File: config.mk
export PLATFORM = sky130hd
export DESIGN_NAME = multi_adder_seq
export DESIGN_NICKNAME = d
export VERILOG_FILES = /design/src/rtl/multi_adder_pkg.sv /design/src/rtl/multi_adder_seq.sv
export SDC_FILE = /design/constraint.sdc
export NUM_CORES = 1
export LEC_CHECK = 0
export BUFFER_PORTS_ARGS = -buffer_cell sky130_fd_sc_hd__buf_2
export CORE_MARGIN = 2
export CORE_UTILIZATION = 50
export DETAILED_ROUTE_END_ITERATION = 6
export MAX_ROUTING_LAYER = met4
export PLACE_DENSITY = 0.74
export SLEW_MARGIN = 15
export SYNTH_ARGS = -nofsm -noshare
export SYNTH_HDL_FRONTEND = slang
export SYNTH_SLANG_ARGS = --single-unit
export TNS_END_PERCENT = 20
File: constraint.sdc
create_clock -name clk -period 4.5 [get_ports clk]
set_input_delay 0.225 -clock clk [delete_from_list [all_inputs] [get_ports clk]]
set_output_delay 0.225 -clock clk [all_outputs]
set_load 0.02 [all_outputs]
File: src/rtl/multi_adder_pkg.sv
// Shared types and width helpers for the sequential multi-operand adder.
package multi_adder_pkg;

    typedef enum logic [1:0] {
        IDLE  = 2'd0,
        ACCUM = 2'd1,
        DONE  = 2'd2
    } state_e;

    // Wide enough for num_ops * (2^n - 1); num_ops == 1 collapses to n bits.
    function automatic int sum_width(input int n, input int num_ops);
        return n + $clog2(num_ops);
    endfunction

    function automatic int idx_width(input int num_ops);
        return (num_ops > 1) ? $clog2(num_ops) : 1;
    endfunction

endpackage

File: src/rtl/multi_adder_seq.sv
// Sequential adder: captures NUM_OPS operands in one handshake, sums them one
// per cycle from index 0 upward, then holds the total until the consumer takes it.
module multi_adder_seq
    import multi_adder_pkg::*;
#(
    parameter int N       = 8,
    parameter int NUM_OPS = 8
) (
    input  logic                               clk,
    input  logic                               rst,
    input  logic [N-1:0]                       in [NUM_OPS-1:0],
    input  logic                               in_valid,
    output logic                               in_ready,
    output logic [sum_width(N, NUM_OPS)-1:0]   sum,
    output logic                               out_valid,
    input  logic                               out_ready
);

    localparam int SW = sum_width(N, NUM_OPS);
    localparam int IW = idx_width(NUM_OPS);
    localparam logic [IW-1:0] LAST_IDX = IW'(NUM_OPS - 1);

    state_e        state_q, state_d;
    logic [N-1:0]  ops_q [NUM_OPS-1:0];
    logic [N-1:0]  ops_d [NUM_OPS-1:0];
    logic [SW-1:0] acc_q, acc_d;
    logic [IW-1:0] idx_q, idx_d;

    always_ff @(posedge clk) begin
        if (rst) begin
            state_q <= IDLE;
            acc_q   <= '0;
            idx_q   <= '0;
            for (int i = 0; i < NUM_OPS; i++) ops_q[i] <= '0;
        end else begin
            state_q <= state_d;
            acc_q   <= acc_d;
            idx_q   <= idx_d;
            for (int i = 0; i < NUM_OPS; i++) ops_q[i] <= ops_d[i];
        end
    end

    always_comb begin
        state_d = state_q;
        acc_d   = acc_q;
        idx_d   = idx_q;
        for (int i = 0; i < NUM_OPS; i++) ops_d[i] = ops_q[i];

        unique case (state_q)
            IDLE: begin
                if (in_valid) begin
                    for (int i = 0; i < NUM_OPS; i++) ops_d[i] = in[i];
                    acc_d   = '0;
                    idx_d   = '0;
                    state_d = ACCUM;
                end
            end
            ACCUM: begin
                acc_d = acc_q + SW'(ops_q[idx_q]);
                // The index parks on the last operand instead of wrapping past it.
                if (idx_q == LAST_IDX) begin
                    state_d = DONE;
                end else begin
                    idx_d = idx_q + IW'(1);
                end
            end
            DONE: begin
                if (out_ready) state_d = IDLE;
            end
            default: state_d = IDLE;
        endcase
    end

    assign in_ready  = (state_q == IDLE);
    assign out_valid = (state_q == DONE);
    assign sum       = acc_q;

endmodule

# ---- Word-level counts from Yosys, hierarchy flattened
# Memory sizes are Yosys's and may differ from the RTL's. A register that Yosys moved wholly into a read port is not among the register bits.
# Index checks and enable logic that the tools add are counted.
dict set report op_classes {
  n_reduce_logical 6
  addsub 2
  muxes 24
  bitwise 8
  eq_ne 9
}
# operator n
set ops {}
lappend ops {{two-way mux 64 bit} 2}
lappend ops {{two-way mux 8 bit} 8}
lappend ops {{case mux 11 bit (2 select lines)} 1}
lappend ops {{two-way mux 3 bit} 4}
lappend ops {{adder 11 x 8 -> 11 bit} 1}
lappend ops {{two-way mux 11 bit} 1}
lappend ops {{AND reduction 3 bit} 3}
lappend ops {{inequality test 2 bit (second input constant)} 4}
lappend ops {{bitwise OR 1 bit} 8}
lappend ops {{two-way mux 2 bit} 3}
lappend ops {{case mux 2 bit (3 select lines)} 1}
lappend ops {{case mux 3 bit (2 select lines)} 1}
lappend ops {{adder 3 x 1 -> 3 bit (second input constant)} 1}
lappend ops {{== test 3 bit (second input constant)} 1}
lappend ops {{two-way mux 1 bit} 3}
lappend ops {{== test 2 x 1 -> 1 bit (second input constant)} 1}
lappend ops {{== test 2 bit (second input constant)} 1}
lappend ops {{zero test 2 bit} 1}
lappend ops {{inequality test 2 x 1 -> 1 bit (second input constant)} 1}
lappend ops {{AND reduction 2 bit} 1}
lappend ops {{nonzero test 2 bit} 1}
lappend ops {{inequality test 1 bit (second input constant)} 1}
dict set report totals {
  memories 1
  ram_bits 64
  ff_bits 16
  word_cells 53
  inputBits 68
  out_inout_bits 13
}
# memory words width read_ports rd_clocked_by_memory_dff wr line
set mem_list {}
lappend mem_list {ops_q 8 8 1 1 8 multi_adder_seq.sv:24} ;# logic [N-1:0] ops_q [NUM_OPS-1:0];

# ---- Logic depth before layout (Yosys ltp)
# Gate-level depths: netlist of run 1.
dict set report logic_depth {
  ltp_word 5
  depth_mapped 10
  mapped_depth_nobuf 8
}

# ---- Worst setup path after synthesis of run 1
# Ideal clock, no wire load.
dict set report synth_path {
  kind {flip-flop to flip-flop}
  startpoint {register with a tool-made name}
  endpoint {register acc_q[10], in the netlist sum[10]}
  stages_incl_launch_ff 11
  setup_slack_ns 1.336
  t_required_ns 4.379
  arrival_time_ns 3.044
  synth_period_minus_slack_ns 3.164
  setup_ns 0.121
  n_path_buf 2
  cell_sequence {dfxtp_1 > buf_2 > buf_4 > mux4_2 > mux2_2 > ha_1 > fa_1 > a211oi_1 > o21ai_0 > nand4_1 > mux2_2}
}
# element line
set synth_lines {}
lappend synth_lines {{end signal, assigned} multi_adder_seq.sv:32} ;# acc_q <= '0;
lappend synth_lines {{end signal, assigned} multi_adder_seq.sv:37} ;# acc_q <= acc_d;
lappend synth_lines {{end, declared} multi_adder_seq.sv:26} ;# logic [SW-1:0] acc_q, acc_d;

==> results of run 1 <==
-- state kept, by name, summed over array words and instances, names as in the netlist, named ones only --
signal,cells
ops_q,64
idx_q,3
state_q,2
sum,11
-- how the worst max path moves through the flow --
stage              start              endpoint  slack (ns)  depth (start not counted)
3_5_place_dp   flip-flop  sum[10]$_SDFFE_PP0P_        1.08                          8
4_1_cts        flip-flop  sum[10]$_SDFFE_PP0P_        1.06                          8
2_1_floorplan  flip-flop  sum[10]$_SDFFE_PP0P_        1.34                         10
3_3_place_gp   flip-flop  sum[10]$_SDFFE_PP0P_        1.17                          8
5_1_grt        flip-flop  sum[10]$_SDFFE_PP0P_        0.86                          8
6_report       flip-flop  sum[10]$_SDFFE_PP0P_        1.13                          8
-- synth_stat cells, drive strengths merged --
master and instances:
nand3 9, mux4 16, nand2b 3, a31oi 3, nor4b 1, clkbuf 9
o41a 1, nor3b 6, a311oi 1, buf 10, xor2 1, mux2 11
a21oi 11, nand4 1, and2 48, or3b 2, o21bai 1, nand2 7
o21ai 3, a21boi 1, ha 10, or4b 1, o21a 2, inv 1
a211oi 2, nor2 19, nor2b 20, dfxtp 19, o211ai 1, o31a 2
edfxtp 64, nor4 1, a22oi 3, a211o 2, mux2i 2, fa 1
nor3 2, a21o 3, nand4b 1
-- worst max-delay path: cells and delay by family, from the launching register on --
| kind | cells | cell delay [ns] |
|---|---|---|
| AOI/OAI and AO/OA | 2 | 0.59 |
| and+or+nand+nor | 1 | 0.14 |
| DFF | 1 | 0.61 |
| adders and majority gates | 1 | 0.46 |
| buffers and inverters | 1 | 0.31 |
| muxes | 3 | 1.16 |
-- stage by stage --
step	util, %	hold WS (ns)	instances
finish	60.5	0.136	483
global route	60.5	0.115	483
CTS	60.4	0.122	483
floorplan	-	0.423	301
global placement	57.8	0.475	467
detailed placement	57.8	0.482	467
-- where the power goes --
group | switching, W | internal (W) | total, W
sequential | 0.0000240 | 0.000886 | 0.000910
clock | 0.000293 | 0.000264 | 0.000557
combinational | 0.000121 | 0.000113 | 0.000234
total | 0.000438 | 0.00126 | 0.00170
-- area by class of cell --
type | count | area (sq um) | share of cell area [%]
tap | 102 | 128 | 2.73
multi-input combinational | 198 | 1610 | 34.5
inverter | 1 | 3.75 | 0.0803
clock inverter | 7 | 81.3 | 1.74
sequential | 83 | 2300 | 49.3
timing repair buffer | 83 | 423 | 9.05
clock buffer | 9 | 124 | 2.65
-- cells by family (layout without fill, tap and decap cells) --
logic type | count (synthesis) | count (layout) | share of synthesized area (%)
multiplexers | 29 | 29 | 12.6
AO/OA/AOI/OAI | 36 | 36 | 6.10
buffers and inverters | 20 | 100 | 2.32
AND/OR/NAND/NOR | 121 | 121 | 17.6
flip-flops | 83 | 83 | 57.6
XOR/XNOR | 1 | 1 | 0.219
adder cells (fa/ha/maj) | 11 | 11 | 3.63
-- layer usage --
metal  vias to the layer above  routed length, microns  global-route usage [%]
met3                        17                     361                    3.55
li1                       1260                       -                       -
met2                        91                    3640                    29.7
met4                         0                     182                    9.19
met1                      1203                    3400                    25.4
met5                         -                       0                       -
-- placed cells by master (no fill, tap or decap), drive strengths merged, types with 2 or more instances in the layout --
| master | count |
|---|---|
| mux2i | 2 |
| a211oi | 2 |
| o21a | 2 |
| and2 | 48 |
| a31oi | 3 |
| o21ai | 3 |
| edfxtp | 64 |
| buf | 83 |
| mux4 | 16 |
| or3b | 2 |
| ha | 10 |
| a211o | 2 |
| a21oi | 11 |
| inv | 4 |
| nor2 | 19 |
| nand2 | 7 |
| o31a | 2 |
| clkinvlp | 3 |
| dfxtp | 19 |
| nor3b | 6 |
| a22oi | 3 |
| clkbuf | 9 |
| nor3 | 2 |
| nor2b | 20 |
| a21o | 3 |
| mux2 | 11 |
| nand2b | 3 |
| nand3 | 9 |
==> metrics.md, run 1 <==
| Metric | Value |
|---|---|
| WL final | 7590 microns |
| Largest net degree at the start of global routing | 49 |
| Syn Inst Count | 301 |
| DR DRC count | 0 |
| Area contributors post-synth | edfxtp_1 (48%), dfxtp_1 (9.5%), mux4_2 (9.0%), and2_1 (7.5%), ha_1 (3.1%) |
| Mapped Area | 4000 sq um |
| Hold Path Origin | in[47] |
| CTS tree | yes |
| Total Neg Setup Slack | 0 ns |
| DP Area | 4460 sq um |
| Starting Density | 51.7% |
| Final period util | 74.9% |
| Worst-Margin Slew | 1.12 ns |
| Vias in the first global route | 2455 |
| Worst path slowest cell | dfxtp_1 |
| H-Tree Depth | 3 |
| R2R setup slack | 1.13 ns |
| Global-route wire length before repair | 12300 microns |
| R2R cell count | 8 |
| Setup Viol. Count Final | 0 |
| Post-Syn Nets | 380 |
| Via/cell ratio | 5.32 |
| Clock sinks | 83 |
| Worst Hold Path EP | ops_q[5][7]$_SDFFCE_PN0P_ |
| Fmax | 297 MHz |
| I/O pins | 81 |
| DIE HEIGHT | 93.4 microns |
| CTS Buf Count | 9 |
| Final Max Slew Viols | 0 |
| Worst relative slew slack | 25.6% |
| CP peak stage delay | 0.61 ns |
| Critical Path AT | 3.63 ns |
| CP most frequent cell | mux2_2 |
| HPWL after DPL | 5480 microns |
| Final GP Congestion | 0.800 |
| Crit end category | flip-flop |
| Row count | 32 |
| Pwr per Cell Area | 364 nW/um^2 |
| Pre-CTS WS | 1.08 ns |
| Crit path kind | flip-flop to flip-flop |
| CTS Buffer Depth | 2 |
| Final Skew | 0.00837 ns |
| Setup slack after layout | 1.13 ns |
| Post-route cell area | 4670 sq um |
| Clock transition at path regs | 0.09 ns |
| RSZ-0062 raised after global routing | false |
| Share of cells above drive strength 1 | 34.4% |
| Die area | 8730 sq um |
| DR iter-0 viols | 119 |
| Worst vdd ir | 0.000173 V |
| Final Total Pwr | 0.00170 W |
| Synth unique cells | 46 |
| GRT overflow | 0 |
| Synth Warn # | 0 |
| Worst-Skew Late Latency | 0.36 ns |
| Hold depth | 2 |
| Initial antenna violation count | 0 |
| Total track usage | 19.4% |
| Mean Syn Cell Area | 13.3 sq um |
| P_leak | 1.91 nW |
| CTS root buf | clkbuf_8 |
| Setup bufs post-CTS | 0 |
| Hold buffers post-CTS | 0 |
| Area leader, netlist | edfxtp_1 |
| Seq cells post-synth | 83 |
| RR Endpoint | sum[10]$_SDFFE_PP0P_ |
| Vias | 2571 |
| Max_cap viols | 0 |
| Sequential fraction of the synthesis area | 57.6% |
| Post-CTS Resized | 0 |
| Die X | 93.4 microns |
| TritonRoute pass-1 iters | 4 |
| Routed Antenna Nets | 0 |
| Wire length per cell | 15.7 microns |
| Fill cells | 608 |
| Core ar. | 7730 sq um |
| Area Overhead vs Synth | 16.9% |
| Worst-path maximum fanout | 9 |
| Worst-path cell chain | buf_4 > mux4_2 > mux2_2 > fa_1 > a211oi_1 > o21ai_0 > nand4_1 > mux2_2 |
| Critical Path RT | 4.75 ns |
| Final hold violations | 0 |
| Port Buf Inserts | 80 |
| Minimum clock period | 3.37 ns |
| Hold WC Path Type | input pin to flip-flop |
| Worst setup SP type | flip-flop |
| ANT cells | 0 |
| Synth top area share | 48.1% |
| Outcome | finished clean |
| Final nets | 455 |
No activity file was read; power rests on OpenSTA's default activity.
==> inputs of run 2 (changes only) <==
Settings changed: PLACE_DENSITY 0.74 to 0.77.
Clock period 4.5 ns to 2.8 ns, I/O delays scaled along.
==> run 2 against run 1 <==
The run now ends with setup timing left. Count of clock-buffer cells in the layout did not move. Combinational power rose by 100%. Register-to-register slack got worse by 1.2 ns. Power rose by 60%. Clock skew rose by 0.0025 ns. Via count rose by 6.2%. First-iteration DRC count rose by 19%. Global-route usage rose by 1.8 points. Highest routed layer unchanged. Cell area rose by 6.7%. Sequential share of layout area fell by 3.0 points.
==> metrics.md, run 2 (synthesis gave the netlist of run 1 again) <==
| Metric | Value |
|---|---|
| Vias | 2731 (was 2571) |
| Port Buf Inserts | 80 (unchanged) |
| DR iter-0 viols | 142 (was 119) |
| Max_cap viols | 0 (unchanged) |
| Global-route wire length before repair | 13300 microns (was 12300 microns) |
| Wire length per cell | 16.5 microns (was 15.7 microns) |
| Worst relative slew slack | 51.6% (was 25.6%) |
| Die area | 8730 sq um (unchanged) |
| Critical Path AT | 3.12 ns (was 3.63 ns) |
| Routed Antenna Nets | 0 (unchanged) |
| Hold depth | 2 (unchanged) |
| Core ar. | 7730 sq um (unchanged) |
| Setup slack after layout | -0.0304 ns (was 1.13 ns) |
| I/O pins | 81 (unchanged) |
| Pwr per Cell Area | 546 nW/um^2 (was 364 nW/um^2) |
| Die X | 93.4 microns (unchanged) |
| Worst Hold Path EP | ops_q[0][5]$_SDFFCE_PN0P_ (was ops_q[5][7]$_SDFFCE_PN0P_) |
| WL final | 8330 microns (was 7590 microns) |
| CTS tree | yes (unchanged) |
| GRT overflow | 0 (unchanged) |
| DR DRC count | 0 (unchanged) |
| Layout Utilization | 64.6% (was 60.5%) |
| Row count | 32 (unchanged) |
| Total track usage | 21.2% (was 19.4%) |
| Commonest non-fill, non-tap cell in the layout | buf_2 (unchanged) |
| Outcome | finished, violations left (was finished clean) |
| Max reg flops | 64 (unchanged) |
| Failing checks | setup timing |
| Final Max Slew Viols | 0 (unchanged) |
| Final period util | 101% (was 74.9%) |
| Largest net degree at the start of global routing | 65 (was 49) |
| Fmax | 353 MHz (was 297 MHz) |
| Worst-path maximum fanout | 6 (was 9) |
| RSZ-0062 raised after global routing | true (was false) |
| Worst-Margin Slew | 0.725 ns (was 1.12 ns) |
| Initial antenna violation count | 0 (unchanged) |
| Final nets | 476 (was 455) |
| ANT cells | 0 (unchanged) |
| Crit end category | flip-flop (unchanged) |
| P_leak | 2.05 nW (was 1.91 nW) |
| Crit path kind | flip-flop to flip-flop (unchanged) |
| Setup Viol. Count Final | 2 (was 0) |
| Minimum clock period | 2.83 ns (was 3.37 ns) |
| Commonest non-fill, non-tap cells in the layout | buf_2 (80), edfxtp_1 (64), and2_1 (48) (unchanged) |
| Final GP Congestion | 0.870 (was 0.800) |
| CTS root buf | clkbuf_8 (unchanged) |
| H-Tree Depth | 3 (unchanged) |
| Area Overhead vs Synth | 24.7% (was 16.9%) |
| Worst setup SP type | flip-flop (unchanged) |
| HPWL after DPL | 5800 microns (was 5480 microns) |
| Worst-Skew Late Latency | 0.36 ns (about the same) |
| Biggest register | ops_q (unchanged) |
| RR Endpoint | sum[5]$_SDFFE_PP0P_ (was sum[10]$_SDFFE_PP0P_) |
| Vias in the first global route | 2695 (was 2455) |
| Worst vdd ir | 0.000266 V (was 0.000173 V) |
| Via/cell ratio | 5.42 (was 5.32) |
| Non-Filler Instances | 504 (was 483) |
| R2R cell count | 9 (was 8) |
| Hold Path Origin | in[5] (was in[47]) |
| DIE HEIGHT | 93.4 microns (unchanged) |
| DP Cell Count | 482 (was 467) |
| Final hold violations | 0 (unchanged) |
| Final Skew | 0.0108 ns (was 0.00837 ns) |
| Fill cells | 563 (was 608) |
| Share of cells above drive strength 1 | 40.8% (was 34.4%) |
| R2R setup slack | -0.03 ns (was 1.13 ns) |
| CTS Buffer Depth | 2 (unchanged) |
| CTS Buf Count | 9 (unchanged) |
| TritonRoute pass-1 iters | 5 (was 4) |
| Critical Path RT | 3.09 ns (was 4.75 ns) |
| Starting Density | 51.7% (unchanged) |
| Hold WC Path Type | input pin to flip-flop (unchanged) |
| Clock transition at path regs | 0.09 ns (about the same) |
| Pre-CTS WS | -0.0882 ns (was 1.08 ns) |
| Clock sinks | 83 (unchanged) |
[run 2: changes by cell type in the layout (fill, tap and decap cells not counted), sizes merged]
cell,previous run,this run
bufinv,1,0
clkinv,0,3
buf,83,103
clkinvlp,3,1
bufbuf,0,1
[run 2: layout make-up]
type | count | area, sq um | area share [%]
Sequential cell | 83 | 2310 | 46.2
Multi-Input combinational cell | 198 | 1730 | 34.6
Timing Repair Buffer | 104 | 651 | 13.0
Inverter | 1 | 3.75 | 0.0752
Clock buffer | 9 | 124 | 2.48
Clock inverter | 7 | 50.0 | 1.00
Tap cell | 102 | 128 | 2.56
[run 2: how the worst max path moves through the flow]
stage | end | cells past startpoint | slack (ns) | from
finish | sum[5]$_SDFFE_PP0P_ | 9 | -0.03 | flip-flop
global route | sum[5]$_SDFFE_PP0P_ | 9 | -0.13 | flip-flop
CTS | sum[6]$_SDFFE_PP0P_ | 10 | -0.05 | flip-flop
detailed placement | sum[5]$_SDFFE_PP0P_ | 8 | -0.09 | flip-flop
global placement | sum[10]$_SDFFE_PP0P_ | 9 | 0.008 | flip-flop
floorplan | sum[10]$_SDFFE_PP0P_ | 10 | -0.008 | flip-flop
[run 2: per-stage QoR]
stage	hold WS [ns]	TNS, ns	total power, W	area (sq um)
after floorplan	0.338	-0.00810	0.00176	4030
after global placement	0.418	0	0.00189	4620
after detailed placement	0.418	-0.256	0.00191	4620
after CTS	0.0329	-0.112	0.00271	4920
after global routing	0.0369	-0.504	0.00283	4990
final	0.0462	-0.0570	0.00272	4990
[run 2: layer usage]
metal | global-route usage, % | share of wire [%]
met4 | 9.07 | 2.6
met1 | 26.0 | 42
met3 | 4.27 | 5.5
met2 | 34.5 | 50
met5 | - | 0
[run 2: what timing repair did]
item / CTS / global route
endpoints found under the setup margin: 6 / 7
hold buffers: 0 / 0
gates cloned: 1 / 0
buffers inserted: 3 / 2
pin swaps: 4 / 5
gates resized for setup: 10 / 11
[run 2: critical path: stages, from the launching register on]
cell and delay (ns):
dfxtp_4 0.38, buf_12 0.12, mux4_2 0.51, mux2_4 0.30, buf_6 0.13, ha_4 0.21, a211o_1 0.30, a21o_1 0.19
or4b_1 0.47, a31oi_1 0.14
[run 2: where the power goes]
part           switching, W  internal [W]  total [W]  leakage [nW]
Sequential        0.0000390       0.00142    0.00146         0.845
Clock              0.000453      0.000328   0.000781        0.0894
Combinational      0.000227      0.000252   0.000478          1.11
==> inputs of run 3 (changes only) <==
Settings changed: PLACE_DENSITY 0.77 to 0.74.
Clock period 2.8 ns to 3.1 ns, I/O delays scaled along.
==> run 3 against run 2 <==
The flow now finishes without violations. Critical path depth fell by 1. Wire length decreased by 5.7%. Die area is the same. Critical path type unchanged. Largest power group unchanged.
==> metrics.md, run 3 (synthesis gave the netlist of run 1 again) <==
| Metric | Value |
|---|---|
| CTS tree | yes (unchanged) |
| Worst-path maximum fanout | 7 (was 6) |
| Outcome | finished clean (was finished, violations left) |
| H-Tree Depth | 3 (unchanged) |
| Routed Antenna Nets | 0 (unchanged) |
| Vias in the first global route | 2564 (was 2695) |
| Setup bufs post-CTS | 0 (was 3) |
| Crit end category | flip-flop (unchanged) |
| Vias | 2614 (was 2731) |
| Clock transition at path regs | 0.08 ns (was 0.09 ns) |
| Core ar. | 7730 sq um (unchanged) |
| CTS Buf Count | 9 (unchanged) |
| Worst-Margin Slew | 0.702 ns (was 0.725 ns) |
| Max_cap viols | 0 (unchanged) |
| Final period util | 94.5% (was 101%) |
| Final Max Slew Viols | 0 (unchanged) |
| DR DRC count | 0 (unchanged) |
| GRT overflow | 0 (unchanged) |
| Area Overhead vs Synth | 18.1% (was 24.7%) |
| Worst-path cell chain | mux4_2 > mux2_2 > ha_1 > fa_1 > a211oi_2 > o21ai_0 > nand4_1 > mux2_2 (was buf_12 > mux4_2 > mux2_4 > buf_6 > ha_4 > a211o_1 > a21o_1 > or4b_1 > a31oi_1) |
| Biggest register | ops_q (unchanged) |
| Minimum clock period | 2.93 ns (was 2.83 ns) |
| Final GP Congestion | 0.837 (was 0.870) |
| HPWL after DPL | 5760 microns (was 5800 microns) |
| Bufs and invs on worst path | 0 (was 2) |
| Critical Path AT | 3.18 ns (was 3.12 ns) |
| Worst path slowest cell | mux4_2 (unchanged) |
| Commonest non-fill, non-tap cell in the layout | buf_2 (unchanged) |
| Fill cells | 619 (was 563) |
| Worst setup SP type | flip-flop (unchanged) |
| Share of cells above drive strength 1 | 36.2% (was 40.8%) |
| Fmax | 341 MHz (was 353 MHz) |
| Total Neg Setup Slack | 0 ns (was -0.0570 ns) |
| Layout Utilization | 61.1% (was 64.6%) |
| CP peak stage delay | 0.52 ns (was 0.51 ns) |
| Final nets | 466 (was 476) |
| Worst-Skew Late Latency | 0.35 ns (was 0.36 ns) |
| CTS root buf | clkbuf_8 (unchanged) |
| Max reg flops | 64 (unchanged) |
| Port Buf Inserts | 80 (unchanged) |
| I/O pins | 81 (unchanged) |
| Worst relative slew slack | 53.1% (was 51.6%) |
| RSZ-0062 raised after global routing | false (was true) |
| Worst vdd ir | 0.000290 V (was 0.000266 V) |
| CP most frequent cell | mux2_2 |
| Starting Density | 51.7% (unchanged) |
| DR iter-0 viols | 118 (was 142) |
| Clock sinks | 83 (unchanged) |
| Crit path kind | flip-flop to flip-flop (unchanged) |
| Via/cell ratio | 5.29 (was 5.42) |
| P_leak | 1.96 nW (was 2.05 nW) |
| Die X | 93.4 microns (unchanged) |
| Commonest non-fill, non-tap cells in the layout | buf_2 (80), edfxtp_1 (64), and2_1 (48) (unchanged) |
| DIE HEIGHT | 93.4 microns (unchanged) |
| Setup Viol. Count Final | 0 (was 2) |
| Total track usage | 20.0% (was 21.2%) |
| Wire length per cell | 15.9 microns (was 16.5 microns) |
| Largest net degree at the start of global routing | 49 (was 65) |
| Final hold violations | 0 (unchanged) |
| TritonRoute pass-1 iters | 5 (unchanged) |
| CTS Buffer Depth | 2 (unchanged) |
| Pwr per Cell Area | 499 nW/um^2 (was 546 nW/um^2) |
| ANT cells | 0 (unchanged) |
| Row count | 32 (unchanged) |
| WL final | 7860 microns (was 8330 microns) |
| Global-route wire length before repair | 12600 microns (was 13300 microns) |
| Initial antenna violation count | 0 (unchanged) |
| Top delay family on crit path | multiplexers (unchanged) |
| Die area | 8730 sq um (unchanged) |
| Critical Path RT | 3.35 ns (was 3.09 ns) |
| Hold WC Path Type | input pin to flip-flop (unchanged) |
| Final Skew | 0.00982 ns (was 0.0108 ns) |
[run 3: stage by stage]
| stage | setup slack [ns] | power [W] | hold slack, ns | area [sq um] | instances |
|---|---|---|---|---|---|
| final | 0.169 | 0.00235 | 0.0747 | 4720 | 494 |
| after global routing | 0.0365 | 0.00246 | 0.0605 | 4720 | 494 |
| after CTS | 0.0414 | 0.00237 | 0.0584 | 4720 | 494 |
| after detailed placement | 0.0630 | 0.00170 | 0.434 | 4550 | 478 |
| after global placement | 0.121 | 0.00169 | 0.430 | 4550 | 478 |
| after floorplan | 0.00759 | 0.00158 | 0.353 | 4000 | 301 |
[run 3: report_power, final]
group	internal (W)	total, W	switching [W]
logic	0.000175	0.000356	0.000180
registers	0.00129	0.00132	0.0000346
clock network	0.000286	0.000677	0.000391
total	0.00175	0.00235	0.000606
[run 3: path summary, 6_finish.rpt]
kind                            start  cells after the start  slack, ns                         to
setup / recovery            flip-flop                      8       0.17       sum[10]$_SDFFE_PP0P_
hold / removal                 in[28]                      2       0.07  ops_q[3][4]$_SDFFCE_PN0P_
setup reg to reg            flip-flop                      8       0.17       sum[10]$_SDFFE_PP0P_
hold reg to reg   sum[2]$_SDFFE_PP0P_                      2       0.50        sum[2]$_SDFFE_PP0P_
[run 3: area by class of cell]
cell class / count / area, sq um / area share, %
Clock buffer: 9 / 124 / 2.62
Clock inverter: 7 / 45.0 / 0.954
Inverter: 1 / 3.75 / 0.0795
Multi-Input combinational cell: 198 / 1610 / 34.1
Sequential cell: 83 / 2300 / 48.8
Tap cell: 102 / 128 / 2.70
Timing Repair Buffer: 94 / 505 / 10.7
[run 3: repair_timing]
action / in CTS / in global routing
gates resized for setup: 0 / 1
setup endpoints to repair: 0 / 5
hold buffers: 0 / 0
[run 3: worst register-to-register path, cell delays in order, from the launching register on]
cell	delay (ns)
dfxtp_2	0.44
mux4_2	0.52
mux2_2	0.29
ha_1	0.22
fa_1	0.44
a211oi_2	0.28
o21ai_0	0.16
nand4_1	0.14
mux2_2	0.33
[run 3: per-layer routing]
metal | GRT usage [%] | vias to the layer above | wire (microns)
met4 | 7.23 | 0 | 104
li1 | - | 1283 | -
met1 | 26.6 | 1246 | 3530
met2 | 30.5 | 76 | 3830
met5 | - | - | 0
met3 | 4.51 | 9 | 395
